<file path="config.mk">
export PLATFORM = sky130hd
export DESIGN_NAME = slc_mem_ctrl
export DESIGN_NICKNAME = d
export VERILOG_FILES = /design/src/rtl/slc_mem_pkg.sv /design/src/rtl/mem_wait_timer.sv /design/src/rtl/slc_mem_ctrl.sv
export SDC_FILE = /design/constraint.sdc
export NUM_CORES = 1
export LEC_CHECK = 0
export CAP_MARGIN = 5
export CORE_UTILIZATION = 38
export DETAILED_ROUTE_END_ITERATION = 7
export PLACE_DENSITY = 0.7
export SYNTH_ARGS = -nofsm -noshare
export SYNTH_HDL_FRONTEND = slang
export SYNTH_SLANG_ARGS = --single-unit
</file>
<file path="constraint.sdc">
create_clock -name Clk -period 3.1 [get_ports Clk]
set_clock_uncertainty 0.15 [all_clocks]
set_input_delay 0.62 -clock Clk [delete_from_list [all_inputs] [get_ports Clk]]
set_output_delay 0.62 -clock Clk [all_outputs]
set_load 0.005 [all_outputs]
</file>
<file path="src/rtl/slc_mem_pkg.sv">
// slc_mem_pkg: shared types for the SLC-3 SRAM sequencer.
// Sequencer states, strobe levels and the lane-count helper.
package slc_mem_pkg;

  typedef enum logic [1:0] {
    S_IDLE    = 2'd0,
    S_SETUP   = 2'd1,
    S_STROBE  = 2'd2,
    S_RELEASE = 2'd3
  } state_e;

  localparam logic STB_OFF = 1'b1;
  localparam logic STB_ON  = 1'b0;

  function automatic int lanes_of(input int dw);
    return dw / 8;
  endfunction

endpackage

</file>
<file path="src/rtl/mem_wait_timer.sv">
// mem_wait_timer: wait-state down-counter and ready timeout counter.
// In: clk, rst_n, load, tick, ready. Out: done, timed_out.
module mem_wait_timer
  import slc_mem_pkg::*;
#(
  parameter int WAIT_CYCLES = 2,
  parameter int TIMEOUT     = 8
) (
  input  logic clk,
  input  logic rst_n,
  input  logic load,
  input  logic tick,
  input  logic ready,
  output logic done,
  output logic timed_out
);

  localparam int TW = (TIMEOUT > 0) ? $clog2(TIMEOUT + 1) : 1;

  logic [3:0]    wcnt;
  logic [TW-1:0] tcnt;

  always_ff @(posedge clk or negedge rst_n) begin
    if (!rst_n) begin
      wcnt <= '0;
      tcnt <= '0;
    end else if (load) begin
      wcnt <= 4'(WAIT_CYCLES);
      tcnt <= '0;
    end else if (tick) begin
      if (wcnt != '0)
        wcnt <= wcnt - 4'd1;
      else if (!ready && tcnt != '1)
        tcnt <= tcnt + TW'(1);
    end
  end

  assign done = (wcnt == '0);

  generate
    if (TIMEOUT > 0) begin : g_to
      assign timed_out = done && (tcnt == TW'(TIMEOUT));
    end else begin : g_no_to
      assign timed_out = 1'b0;
    end
  endgenerate

endmodule

</file>
<file path="src/rtl/slc_mem_ctrl.sv">
// slc_mem_ctrl: req/ack to SRAM cycle sequencer (CE/OE/WE/BE, active-low).
// CPU side: req/we/byte_en/addr/page/wdata -> rdata/ack/err/busy; SRAM side.
module slc_mem_ctrl
  import slc_mem_pkg::*;
#(
  parameter int DATA_W      = 16,
  parameter int LANES       = lanes_of(DATA_W),
  parameter int CPU_ADDR_W  = 16,
  parameter int ADDR_W      = 20,
  parameter int WAIT_CYCLES = 2,
  parameter int TIMEOUT     = 8
) (
  input  logic                     Clk,
  input  logic                     Reset,
  input  logic                     req,
  input  logic                     we,
  input  logic [LANES-1:0]         byte_en,
  input  logic [CPU_ADDR_W-1:0]    addr,
  input  logic [ADDR_W-CPU_ADDR_W-1:0] page,
  input  logic [DATA_W-1:0]        wdata,
  output logic [DATA_W-1:0]        rdata,
  output logic                     ack,
  output logic                     err,
  output logic                     busy,
  output logic                     Mem_CE,
  output logic                     Mem_OE,
  output logic                     Mem_WE,
  output logic [LANES-1:0]         Mem_BE,
  output logic [ADDR_W-1:0]        ADDR,
  output logic [DATA_W-1:0]        Data_out,
  output logic                     Data_oe,
  input  logic [DATA_W-1:0]        Data_in,
  input  logic                     mem_ready
);

  state_e state_q, state_d;
  logic   we_q;
  logic   rel_err;
  logic   t_done, t_to;

  mem_wait_timer #(
    .WAIT_CYCLES(WAIT_CYCLES),
    .TIMEOUT    (TIMEOUT)
  ) u_timer (
    .clk      (Clk),
    .rst_n    (Reset),
    .load     (state_q == S_SETUP),
    .tick     (state_q == S_STROBE),
    .ready    (mem_ready),
    .done     (t_done),
    .timed_out(t_to)
  );

  always_comb begin
    state_d = state_q;
    rel_err = 1'b0;
    unique case (state_q)
      S_IDLE:
        if (req)
          state_d = (we && byte_en == '0) ? S_RELEASE : S_SETUP;
      S_SETUP:
        state_d = S_STROBE;
      S_STROBE:
        // a late ready wins over a timeout seen in the same cycle
        if (t_done && mem_ready) begin
          state_d = S_RELEASE;
        end else if (t_to) begin
          state_d = S_RELEASE;
          rel_err = 1'b1;
        end
      S_RELEASE:
        state_d = S_IDLE;
      default:
        state_d = S_IDLE;
    endcase
  end

  // Strobes are registered from the next state so they change
  // exactly on the clock edge that enters each state.
  always_ff @(posedge Clk or negedge Reset) begin
    if (!Reset) begin
      state_q  <= S_IDLE;
      we_q     <= 1'b0;
      busy     <= 1'b0;
      ack      <= 1'b0;
      err      <= 1'b0;
      rdata    <= '0;
      ADDR     <= '0;
      Data_out <= '0;
      Data_oe  <= 1'b0;
      Mem_CE   <= STB_OFF;
      Mem_OE   <= STB_OFF;
      Mem_WE   <= STB_OFF;
      Mem_BE   <= {LANES{STB_OFF}};
    end else begin
      state_q <= state_d;
      busy    <= (state_d != S_IDLE);
      ack     <= (state_d == S_RELEASE);
      err     <= rel_err;

      if (state_q == S_IDLE && req) begin
        we_q     <= we;
        ADDR     <= {page, addr};
        Data_out <= wdata;
      end

      if (state_q == S_STROBE && state_d == S_RELEASE && !we_q)
        rdata <= rel_err ? '1 : Data_in;

      unique case (state_d)
        S_IDLE: begin
          Mem_CE  <= STB_OFF;
          Mem_OE  <= STB_OFF;
          Mem_WE  <= STB_OFF;
          Mem_BE  <= {LANES{STB_OFF}};
          Data_oe <= 1'b0;
        end
        S_SETUP: begin
          Mem_CE  <= STB_ON;
          Mem_OE  <= we ? STB_OFF : STB_ON;
          Mem_WE  <= STB_OFF;
          Mem_BE  <= we ? ~byte_en : '0;
          Data_oe <= we;
        end
        S_STROBE: begin
          Mem_OE <= we_q ? STB_OFF : STB_ON;
          Mem_WE <= we_q ? STB_ON : STB_OFF;
        end
        // CE, BE and Data_oe hold through release for hold time
        S_RELEASE: begin
          Mem_OE <= STB_OFF;
          Mem_WE <= STB_OFF;
        end
        default: begin
          Mem_CE <= STB_OFF;
        end
      endcase
    end
  end

endmodule

</file>
# After elaboration in Yosys (flattened, before gate mapping)
# Cells that the tools add are included.
# totals
register_bits	72
in_bits	59
elab_cells	75
# classes
n_addsub	2
eq_ne	9
mux	25
bitwise_logic	1
n_reduce_logical	23
# ops
op	count
$mux 4	7
$mux 16	1
$mux 2	5
$reduce_bool 2->1	5
$eq 2x2->1 const B	4
$pmux 2 s4	1
$logic_and 1x1->1	7
$logic_not 2->1	3
$mux 1	6
$pmux 1 s2	3
$add 4x1->4 const B	1
$eq 2x1->1 const B	2
$eq 4x4->1 const B	1
$logic_not 4->1	1
$ne 4x4->1 const B	1
$pmux 2 s2	1
$reduce_bool 4->1	1
$sub 4x1->4 const B	1
$pmux 1 s3	1
$reduce_and 3->1	1
$reduce_or 3->1	1
$logic_not 1->1	2
$ne 2x1->1 const B	1
$not 2->2	1
2 further kinds	2

# Longest topological paths before layout
# Gate-level depths: netlist of the first run.
# logic_depth
ltp_word	8
depth_mapped	11
ltp_nobuf	9

# Cells and area by module
# From an unflattened synthesis of the first run, not the netlist that was laid out.
# hier_totals
cells_unflattened	249
hier_area_um2	3198.1
# modules_own_cells
module	n_inst	cells_each	area_per_inst_um2	seq_area_each_um2
slc_mem_ctrl	1	193	2656.3	1607.8
mem_wait_timer	1	56	541.8	200.2

# Least setup slack after synthesis of the first run
# OpenSTA, ideal clock, no wires.
# synth_path
kind	register to register
from	reg u_timer.wcnt[0]
to	reg rdata[0]
setup_ns	0.077
arrival_time_ns	2.416
required_time_ns	2.873
slack_ns	0.457
path_stages_with_launch	12
n_path_buf	2
synth_period_minus_slack_ns	2.643
cell_sequence	dfrtp_1 inv_1 ha_1 nor3b_1 o21ai_0 a211oi_1 ha_1 and3b_1 clkbuf_1 buf_2 nor2_1 a21oi_1
# synth_via
elab_chain_len	8
word_cells_on_any_way	13
cone_classes	eq/ne: 1; mux: 7; reduce/logical: 5
# synth_rtl
element	line_no	rtl
from (decl)	mem_wait_timer.sv:20	logic [3:0] wcnt;
from (signal assigned)	mem_wait_timer.sv:28	wcnt <= 4'(WAIT_CYCLES);
from (signal assigned)	mem_wait_timer.sv:32	wcnt <= wcnt - 4'd1;
$logic_not 4->1 *	mem_wait_timer.sv:38	assign done = (wcnt == '0);
$logic_and 1x1->1	mem_wait_timer.sv:42	assign timed_out = done && (tcnt == TW'(TIMEOUT));
$mux 2	slc_mem_ctrl.sv:67	end else if (t_to) begin
$mux 2 *	slc_mem_ctrl.sv:65	if (t_done && mem_ready) begin
$pmux 2 s4 *	slc_mem_ctrl.sv:57	unique case (state_q)
named net state_d[0]	slc_mem_ctrl.sv:36	state_e state_q, state_d;
$eq 2x2->1 *	slc_mem_ctrl.sv:107	if (state_q == S_STROBE && state_d == S_RELEASE && !we_q)
$logic_and 1x1->1 * (2 in a row)	slc_mem_ctrl.sv:107	
to (signal assigned)	slc_mem_ctrl.sv:108	rdata <= rel_err ? '1 : Data_in;
to (decl)	slc_mem_ctrl.sv:21	output logic [DATA_W-1:0] rdata,
# Mark *: on every way through the listed nets, which the timed path passes. The rest lies on a longest branch.
# A chain may end at the register's enable or synchronous reset.

# Worst setup path in the final report of the first run
# layout_path
from	reg u_timer.wcnt[0]
to	reg rdata[15]
# Same word-level chain as after synthesis.

==> results of run 1 <==
registers in the layout, indices dropped and copies added (netlist names):
signal / count
ADDR: 20
Data_oe: 1
Data_out: 16
Mem_BE: 2
Mem_CE: 1
Mem_OE: 1
Mem_WE: 1
ack: 1
busy: 1
err: 1
rdata: 16
state_q: 2
u_timer.tcnt: 4
u_timer.wcnt: 4
we_q: 1
cells by family (layout without fill, tap and decap cells):
kind of cell,count (synthesis),after routing,synth area share
adders and majority gates,12,12,0.0484
buffers and inverters,24,153,0.0331
AOI/OAI and AO/OA,39,39,0.0812
and+or+nand+nor,63,63,0.106
DFF,72,72,0.583
muxes,41,41,0.148
how the worst max path moves through the flow:
stage,startpoint,end,slack [ns],depth (start not counted)
3_3_place_gp,mem_ready,rdata[13],0.49,8
5_1_grt,u_timer.wcnt[1],rdata[15],0.17,10
4_1_cts,u_timer.wcnt[0],rdata[12],0.43,10
2_1_floorplan,u_timer.wcnt[0],rdata[0],0.46,11
6_report,u_timer.wcnt[0],rdata[15],0.48,10
3_5_place_dp,mem_ready,rdata[12],0.41,8
worst max-delay path, delay by kind of cell, from the launching register on:
kind	cells	cell delay (ns)
buf+inv	2	0.27
flops	1	0.41
fa+ha+maj	2	0.47
simple gates	3	0.59
compound gates	3	0.65
cell type report:
class | instances | area, µm² | share of cell area
flip-flops and latches | 72 | 1810 | 0.391
repair buffers | 124 | 1230 | 0.265
multi-input cells | 155 | 1190 | 0.257
clock buffers | 10 | 138 | 0.0298
well taps | 102 | 128 | 0.0276
clock inverters | 5 | 81.3 | 0.0176
inverters | 14 | 52.6 | 0.0114
stage by stage:
step	total power, mW	worst slack (ns)	hold slack (ns)	util	area, µm²
after detailed placement	3.88	0.413	0.321	0.564	4400
after global routing	4.99	0.172	0.331	0.592	4620
final	4.65	0.481	0.229	0.592	4620
after floorplan	2.74	0.457	0.174	-	3100
after global placement	3.81	0.488	0.310	0.564	4400
after CTS	4.72	0.429	0.290	0.592	4620
placed cells by master, fill, tap and decap left out, types with 2 or more instances in the layout:
cell type and count:
buf_4 6, nor2_1 37, o21ai_0 6, clkbuf_8 10, dfstp_2 5, nor3b_1 3, inv_1 14, nand4_1 2
a21oi_1 18, nor2b_1 2, and3b_1 2, mux2i_1 2, nand2b_1 3, dfrtp_1 67, mux2_2 39, nand2_1 6
a32o_1 2, o311ai_0 2, a31oi_1 2, ha_1 12, bufinv_16 2, clkdlybuf4s50_1 118, a41o_1 2
metal layers:
layer  vias to the layer above  wire, µm  track usage
met1                      1167      2970        0.199
met4                         0       150        0.100
met3                        11       428       0.0468
met2                        85      3300        0.275
met5                         -         0            0
li1                       1118         -            -
power by group through the flow:
stage / registers, mW / logic (mW) / clock network, mW
2_1_floorplan: 1.69 / 1.05 / 0
3_3_place_gp: 1.66 / 2.15 / 0
3_5_place_dp: 1.68 / 2.20 / 0
4_1_cts: 1.67 / 2.21 / 0.841
5_1_grt: 1.72 / 2.39 / 0.880
6_report: 1.66 / 2.18 / 0.815
==> flow_summary.json, run 1 <==
{
  "outcome": "complete, no violations",
  "fmax_mhz": 382,
  "synth_top_area_frac": 0.541,
  "rows": 32,
  "p_sw_frac": 0.310,
  "synth_edf_count": 0,
  "viasPerCell": 4.94,
  "ant_nets": 0,
  "p_int_mw": 3.21,
  "syn_inst": 251,
  "port_buffers": 119,
  "die_area_um2": 8520,
  "antenna_found_initial": 0,
  "seqPwrFrac": 0.357,
  "p_clk_frac": 0.175,
  "diodes": 0,
  "grt_max_degree": 73,
  "grt_pass1_wl_um": 11200,
  "fillers": 679,
  "cts_sinks": 72,
  "cts_hold_buffers": 0,
  "synthesis.area_um2": 3100,
  "core-area_um2": 7810,
  "cts_resized": 0,
  "tightestPinTransition_ns": 0.893,
  "synthTopCellsByArea": "dfrtp_1 54%, mux2_2 14%, ha_1 4.8%",
  "p_leak_nw": 2.00,
  "p_switching_mw": 1.44,
  "ir_drop_v": 0.000457,
  "synth_seq_area_share": 0.583,
  "cts_tree": "yes",
  "insertion_delay_ns": 0.33,
  "hold_path_class": "primary input to async pin",
  "reg2reg_depth": 10,
  "syn-mean-instance-area_um2": 12.3,
  "setup_viol": 0,
  "period_needed_ns": 2.62,
  "synth_most_common_cell": "dfrtp_1",
  "start_util": 0.397,
  "slew_viol_final": 0,
  "gp_congestion": 0.664,
  "cp-end-kind": "register",
  "synth_warnings": 0,
  "cts.root.buffer_cell": "clkbuf_8",
  "cts.path.max_buffers": 2,
  "relSlewSlack": 0.405,
  "slowest_delay_ns": 0.41,
  "worst-setup-path-type": "register to register",
  "die_y_um": 92.3,
  "grt_pass1_vias": 2541,
  "p_per_area_nw_per_um2": 1010,
  "path_max_fanout": 16,
  "synth_cell_types": 37,
  "crit_path_top_delay_cell": "dfrtp_1",
  "tns_ns": 0,
  "layout-drive-gt1-share": 0.179,
  "worstPathCellList": "inv_1 > ha_1 > nor3b_1 > o21ai_0 > a211oi_1 > ha_1 > and3b_1 > buf_4 > nor2_1 > a21oi_1",
  "io_pins": 120,
  "clkTransAtPathRegs_ns": 0.08,
  "period_share": 0.845,
  "grt_use_total": 0.169,
  "wire_per_inst_um": 14.2,
  "area_delta_synth_final_pct": 49.1,
  "drv_cap": 0,
  "syn_nets": 322,
  "timing.rr.start": "u_timer.wcnt[0]",
  "htreeDepth": 3,
  "synth_seq_cells": 72,
  "r2r_end": "rdata[15]",
  "crit_path_frequent_cell": "ha_1",
  "hpwl_um": 4830,
  "chipWidth_um": 92.3,
  "synth_ff_type": "dfrtp_1",
  "crit_arrival_ns": 2.72,
  "start_kind": "register",
  "nets": 447,
  "grt_overflow": 0,
  "synthArstFlopShare": 1.00,
  "drc_errors": 0,
  "r2r_slack_ns": 0.48,
  "hold_violations": 0,
  "fin_cells": 482,
  "rsz0062_at_grt": "false",
  "first_iter_violations": 53,
  "wirelength_um": 6850,
  "synth_commonest_cells": "67 x dfrtp_1, 39 x mux2_2, 37 x nor2_1",
  "cts_buffers": 9,
  "placed_cells": 467,
  "p_comb_frac": 0.468,
  "dr.pass1.iters": 4,
  "synth_top_area_cell": "dfrtp_1",
  "cp.required_ns": 3.20,
  "vias": 2381,
  "cts_setup_buffers": 0
}
Note: power is estimated with default switching activity, not from simulation.
==> run 2: changes to the inputs <==
- PLACE_DENSITY: 0.7 -> 0.73
- clock period: 3.1 -> 2.4 ns (I/O delays scaled with it)
==> flow_summary.json, run 2 (same netlist as run 1, synthesis figures left out) <==
{
  "outcome": "complete, no violations",
  "layout-drive-gt1-share": 0.213,
  "start_kind": "register",
  "grt_pass1_wl_um": 11700,
  "p_clk_frac": 0.171,
  "grt_max_degree": 55,
  "hold_violations": 0,
  "rsz0062_at_grt": "false",
  "cts_tree": "yes",
  "crit_arrival_ns": 2.31,
  "die_area_um2": 8520,
  "hold_path_class": "primary input to async pin",
  "relSlewSlack": 0.535,
  "wire_per_inst_um": 14.3,
  "path_max_fanout": 16,
  "cp.required_ns": 2.50,
  "chipWidth_um": 92.3,
  "worstPathCellList": "inv_1 > ha_1 > nor3b_2 > a211oi_2 > ha_2 > and3b_2 > buf_12 > nor2_1 > a21oi_1",
  "crit_path_top_delay_cell": "dfrtp_1",
  "fmax_mhz": 452,
  "core-area_um2": 7810,
  "insertion_delay_ns": 0.33,
  "seqPwrFrac": 0.352,
  "cts_hold_buffers": 0,
  "die_y_um": 92.3,
  "r2r_end": "rdata[8]",
  "setup_viol": 0,
  "p_int_mw": 4.25,
  "drc_errors": 0,
  "period_needed_ns": 2.21,
  "r2r_slack_ns": 0.19,
  "diodes": 0,
  "ir_drop_v": 0.000517,
  "grt_overflow": 0,
  "cts.root.buffer_cell": "clkbuf_8",
  "nets": 455,
  "top_regs": "ADDR: 20 flops, Data_out: 16 flops, rdata: 16 flops",
  "drv_cap": 0,
  "p_switching_mw": 1.91,
  "p_comb_frac": 0.478,
  "p_sw_frac": 0.310,
  "reg2reg_depth": 9,
  "dr.pass1.iters": 4,
  "rows": 32,
  "p_leak_nw": 2.06,
  "timing.rr.start": "state_q[0]",
  "p_per_area_nw_per_um2": 1300,
  "cts_buffers": 9,
  "first_iter_violations": 97,
  "grt_use_total": 0.175,
  "clkTransAtPathRegs_ns": 0.08,
  "vias": 2376,
  "cp-end-kind": "register",
  "cts_sinks": 72,
  "wirelength_um": 7000,
  "slowest_delay_ns": 0.41,
  "period_share": 0.922,
  "largest_register_ffs": 20,
  "finalWorstSetupSlack_ns": 0.187,
  "slew_viol_final": 0,
  "htreeDepth": 3,
  "antenna_found_initial": 0,
  "top_register": "ADDR",
  "start_util": 0.397,
  "viasPerCell": 4.84,
  "critPathLaunch": "state_q[0]",
  "cts.path.max_buffers": 2,
  "io_pins": 120,
  "area_delta_synth_final_pct": 53.0,
  "final_cell_mix": "118 x clkdlybuf4s50_1, 67 x dfrtp_1, 39 x mux2_2",
  "hpwl_um": 5050,
  "fin_util": 0.608,
  "worst-setup-path-type": "register to register",
  "place_ws_ns": -0.0330,
  "endpoint": "rdata[8]",
  "tightestPinTransition_ns": 0.697,
  "gp_congestion": 0.777,
  "grt_pass1_vias": 2459,
  "ant_nets": 0,
  "port_buffers": 119,
  "final_common_cell": "clkdlybuf4s50_1"
}
## run 2: cell count changes in the layout (fill, tap and decap cells not counted), moves of 2 or more
cell     delta
buf_4       +5
buf_12      +2
nor3b_1     -2
ha_2        +2
ha_1        -2
## run 2: what timing repair did
action,4_1_cts,5_1_grt
buffers inserted,0,1
gates resized for setup,0,8
hold endpoints to repair,0,0
setup endpoints to repair,0,18
## run 2: worst min path at each step
stage	slack [ns]	start	cells after the start	endpoint
floorplan	0.03	Reset	0	ADDR[0]
global placement	0.31	Mem_CE	2	Mem_CE
detailed placement	0.31	we_q	1	Mem_WE
CTS	0.06	Reset	1	u_timer.tcnt[0]
global route	0.09	Reset	1	u_timer.wcnt[3]
finish	0.03	Reset	1	u_timer.wcnt[2]
## run 2: critical path, delay by kind of cell (launching register included)
| kind | cells | cell delay (ns) |
|---|---|---|
| AOI/OAI and AO/OA | 2 | 0.38 |
| adders and majority gates | 2 | 0.50 |
| buffers and inverters | 2 | 0.24 |
| DFF | 1 | 0.41 |
| and+or+nand+nor | 3 | 0.44 |
## run 2: cell type report
cell class	instances	area (µm²)
clock buffer	11	141
multi-input combinational	155	1220
tap	102	128
timing repair buffer	132	1320
sequential	72	1810
inverter	14	52.6
fill	640	3060
clock inverter	5	78.8
## run 2: power by group through the flow
stage	Sequential (mW)	Combinational (mW)	Clock [mW]
floorplan	2.18	1.37	0
global placement	2.15	2.84	0
detailed placement	2.19	2.92	0
CTS	2.17	2.94	1.09
global route	2.24	3.25	1.14
finish	2.17	2.94	1.05
## run 2: metrics by stage
stage / instances / cell area (µm²) / hold WS, ns / total power, mW / TNS, ns
after global placement: 474 / 4490 / 0.308 / 4.99 / 0
after CTS: 490 / 4710 / 0.0613 / 6.20 / 0
final: 491 / 4740 / 0.0321 / 6.16 / 0
after detailed placement: 474 / 4490 / 0.311 / 5.11 / -0.125
after floorplan: 251 / 3110 / 0.0344 / 3.56 / 0
after global routing: 491 / 4740 / 0.0887 / 6.64 / 0
## run 2: metal layers
metal,wire (µm),global-route usage,vias up,part of all wire
met2,3340,0.282,85,0.48
met3,496,0.0402,8,0.071
met1,3050,0.228,1147,0.44
met4,106,0.0729,0,0.015
li1,-,-,1136,-
met5,0,0,-,0
==> run 3: changes to the inputs <==
- SETUP_SLACK_MARGIN: default -> 0.3
==> flow_summary.json, run 3 (same netlist as run 1, synthesis figures left out) <==
{
  "diodes": 0,
  "slew_viol_final": 0,
  "die_area_um2": 8520,
  "placed_cells": 472,
  "min_from": "we_q",
  "top_regs": "ADDR: 20 flops, Data_out: 16 flops, rdata: 16 flops",
  "port_buffers": 119,
  "ant_nets": 0,
  "setup_viol": 0,
  "critPathLaunch": "u_timer.tcnt[1]",
  "largest_register_ffs": 20,
  "relSlewSlack": 0.693,
  "p_leak_nw": 2.14,
  "clkTransAtPathRegs_ns": 0.08,
  "core-area_um2": 7810,
  "cts_sinks": 72,
  "gp_congestion": 0.802,
  "path_max_fanout": 3,
  "outcome": "complete, no violations",
  "rows": 32,
  "cts.path.max_buffers": 2,
  "cts.root.buffer_cell": "clkbuf_8",
  "grt_overflow": 0,
  "drv_cap": 0,
  "fin_cells": 506,
  "cp-end-kind": "register",
  "cp.required_ns": 2.51,
  "period_needed_ns": 2.17,
  "cp_top_family": "flip-flops",
  "tightestPinTransition_ns": 0.460,
  "nets": 471,
  "crit_path_top_delay_cell": "dfrtp_1",
  "insertion_delay_ns": 0.33,
  "tns_ns": 0,
  "htreeDepth": 3,
  "hold_path_class": "register to register",
  "worst-path-buf-inv": 4,
  "p_per_area_nw_per_um2": 1290,
  "wire_per_inst_um": 15.0,
  "timing.rr.start": "u_timer.tcnt[1]",
  "chipWidth_um": 92.3,
  "hold_violations": 0,
  "grt_use_total": 0.184,
  "die_y_um": 92.3,
  "viasPerCell": 4.86,
  "grt_pass1_vias": 2538,
  "start_kind": "register",
  "wirelength_um": 7590,
  "grt_max_degree": 39,
  "layout-drive-gt1-share": 0.344,
  "fillers": 636,
  "top_register": "ADDR",
  "vias": 2460,
  "cts_buffers": 9,
  "fmax_mhz": 460,
  "worst-setup-path-type": "register to register",
  "area_delta_synth_final_pct": 61.9,
  "ir_drop_v": 0.000587,
  "final_cell_mix": "117 x clkdlybuf4s50_1, 67 x dfrtp_1, 37 x mux2_2",
  "hpwl_um": 5120,
  "worstPathCellList": "inv_2 > ha_1 > and3b_2 > o21ai_2 > a211oi_2 > buf_4 > buf_6 > buf_6 > ha_4 > o21ai_2 > mux2_4",
  "grt_pass1_wl_um": 12200,
  "cts_tree": "yes",
  "antenna_found_initial": 0,
  "io_pins": 120,
  "final_common_cell": "clkdlybuf4s50_1",
  "rsz0062_at_grt": "true",
  "period_share": 0.906,
  "crit_arrival_ns": 2.28,
  "drc_errors": 0,
  "start_util": 0.397,
  "dr.pass1.iters": 4,
  "first_iter_violations": 80,
  "slowest_delay_ns": 0.41
}
## run 3: changes by cell type in the layout (fill, tap and decap cells not counted), moves of 3 or more
| cell | previous run | this run |
|---|---|---|
| nor2_1 | 37 | 16 |
| nor2_2 | 0 | 16 |
| a21oi_1 | 18 | 6 |
| ha_1 | 10 | 7 |
| ha_4 | 0 | 3 |
| a21oi_2 | 0 | 12 |
| nor2_4 | 0 | 5 |
| inv_1 | 14 | 10 |
| buf_4 | 11 | 23 |
| inv_2 | 0 | 4 |
## run 3: final timing paths
check | slack, ns | endpoint | cells past startpoint
min in group asynchronous | 0.49 | u_timer.wcnt[3] | 2
worst min register to register | 0.32 | Mem_WE | 1
max in group asynchronous | 0.98 | Mem_BE[0] | 3
worst max register to register | 0.23 | Mem_BE[1] | 11
worst min-delay path | 0.32 | Mem_WE | 1
worst max-delay path | 0.23 | Mem_BE[1] | 11
## run 3: layout make-up
class	count	area (µm²)	share of cell area
Clock buffer	11	131	0.0262
Clock inverter	4	22.5	0.00449
Inverter	14	52.6	0.0105
Multi-Input combinational cell	155	1400	0.279
Sequential cell	72	1810	0.360
Tap cell	102	128	0.0254
Timing Repair Buffer	148	1470	0.294
## run 3: timing repair
action	4_1_cts	5_1_grt
hold buffers	1	0
setup buffers	10	7
hold endpoints to repair	32	0
endpoints found under the setup margin	20	19
pin swaps	3	4
gates resized for setup	23	37
gates cloned	1	0
## run 3: power by group
part / internal, mW / switching (mW)
logic: 2.15 / 1.33
registers: 1.82 / 0.370
clock network: 0.365 / 0.430
## run 3: metal layers
metal	track usage	wire, µm	vias to the layer above
met3	0.0484	418	6
li1	-	-	1166
met5	0	0	-
met2	0.298	3850	76
met1	0.235	3260	1212
met4	0.0742	61	0
## run 3: through the flow
step	worst slack, ns	cell area, µm²	total power [mW]	hold WS (ns)	utilization
after global routing	0.118	5020	6.94	0.336	0.643
final	0.226	5020	6.47	0.318	0.643
after detailed placement	0.0159	4510	5.17	0.313	0.578
after global placement	0.0585	4510	5.05	0.309	0.578
after floorplan	0.168	3160	3.61	0.0344	-
after CTS	0.258	4850	6.23	0.327	0.621
## run 3: worst reg2reg max path, stage by stage, from the launching register on
cell	delay [ns]
dfrtp_1	0.41
inv_2	0.07
ha_1	0.12
and3b_2	0.20
o21ai_2	0.07
a211oi_2	0.26
buf_4	0.15
buf_6	0.08
buf_6	0.10
ha_4	0.15
o21ai_2	0.06
mux2_4	0.27
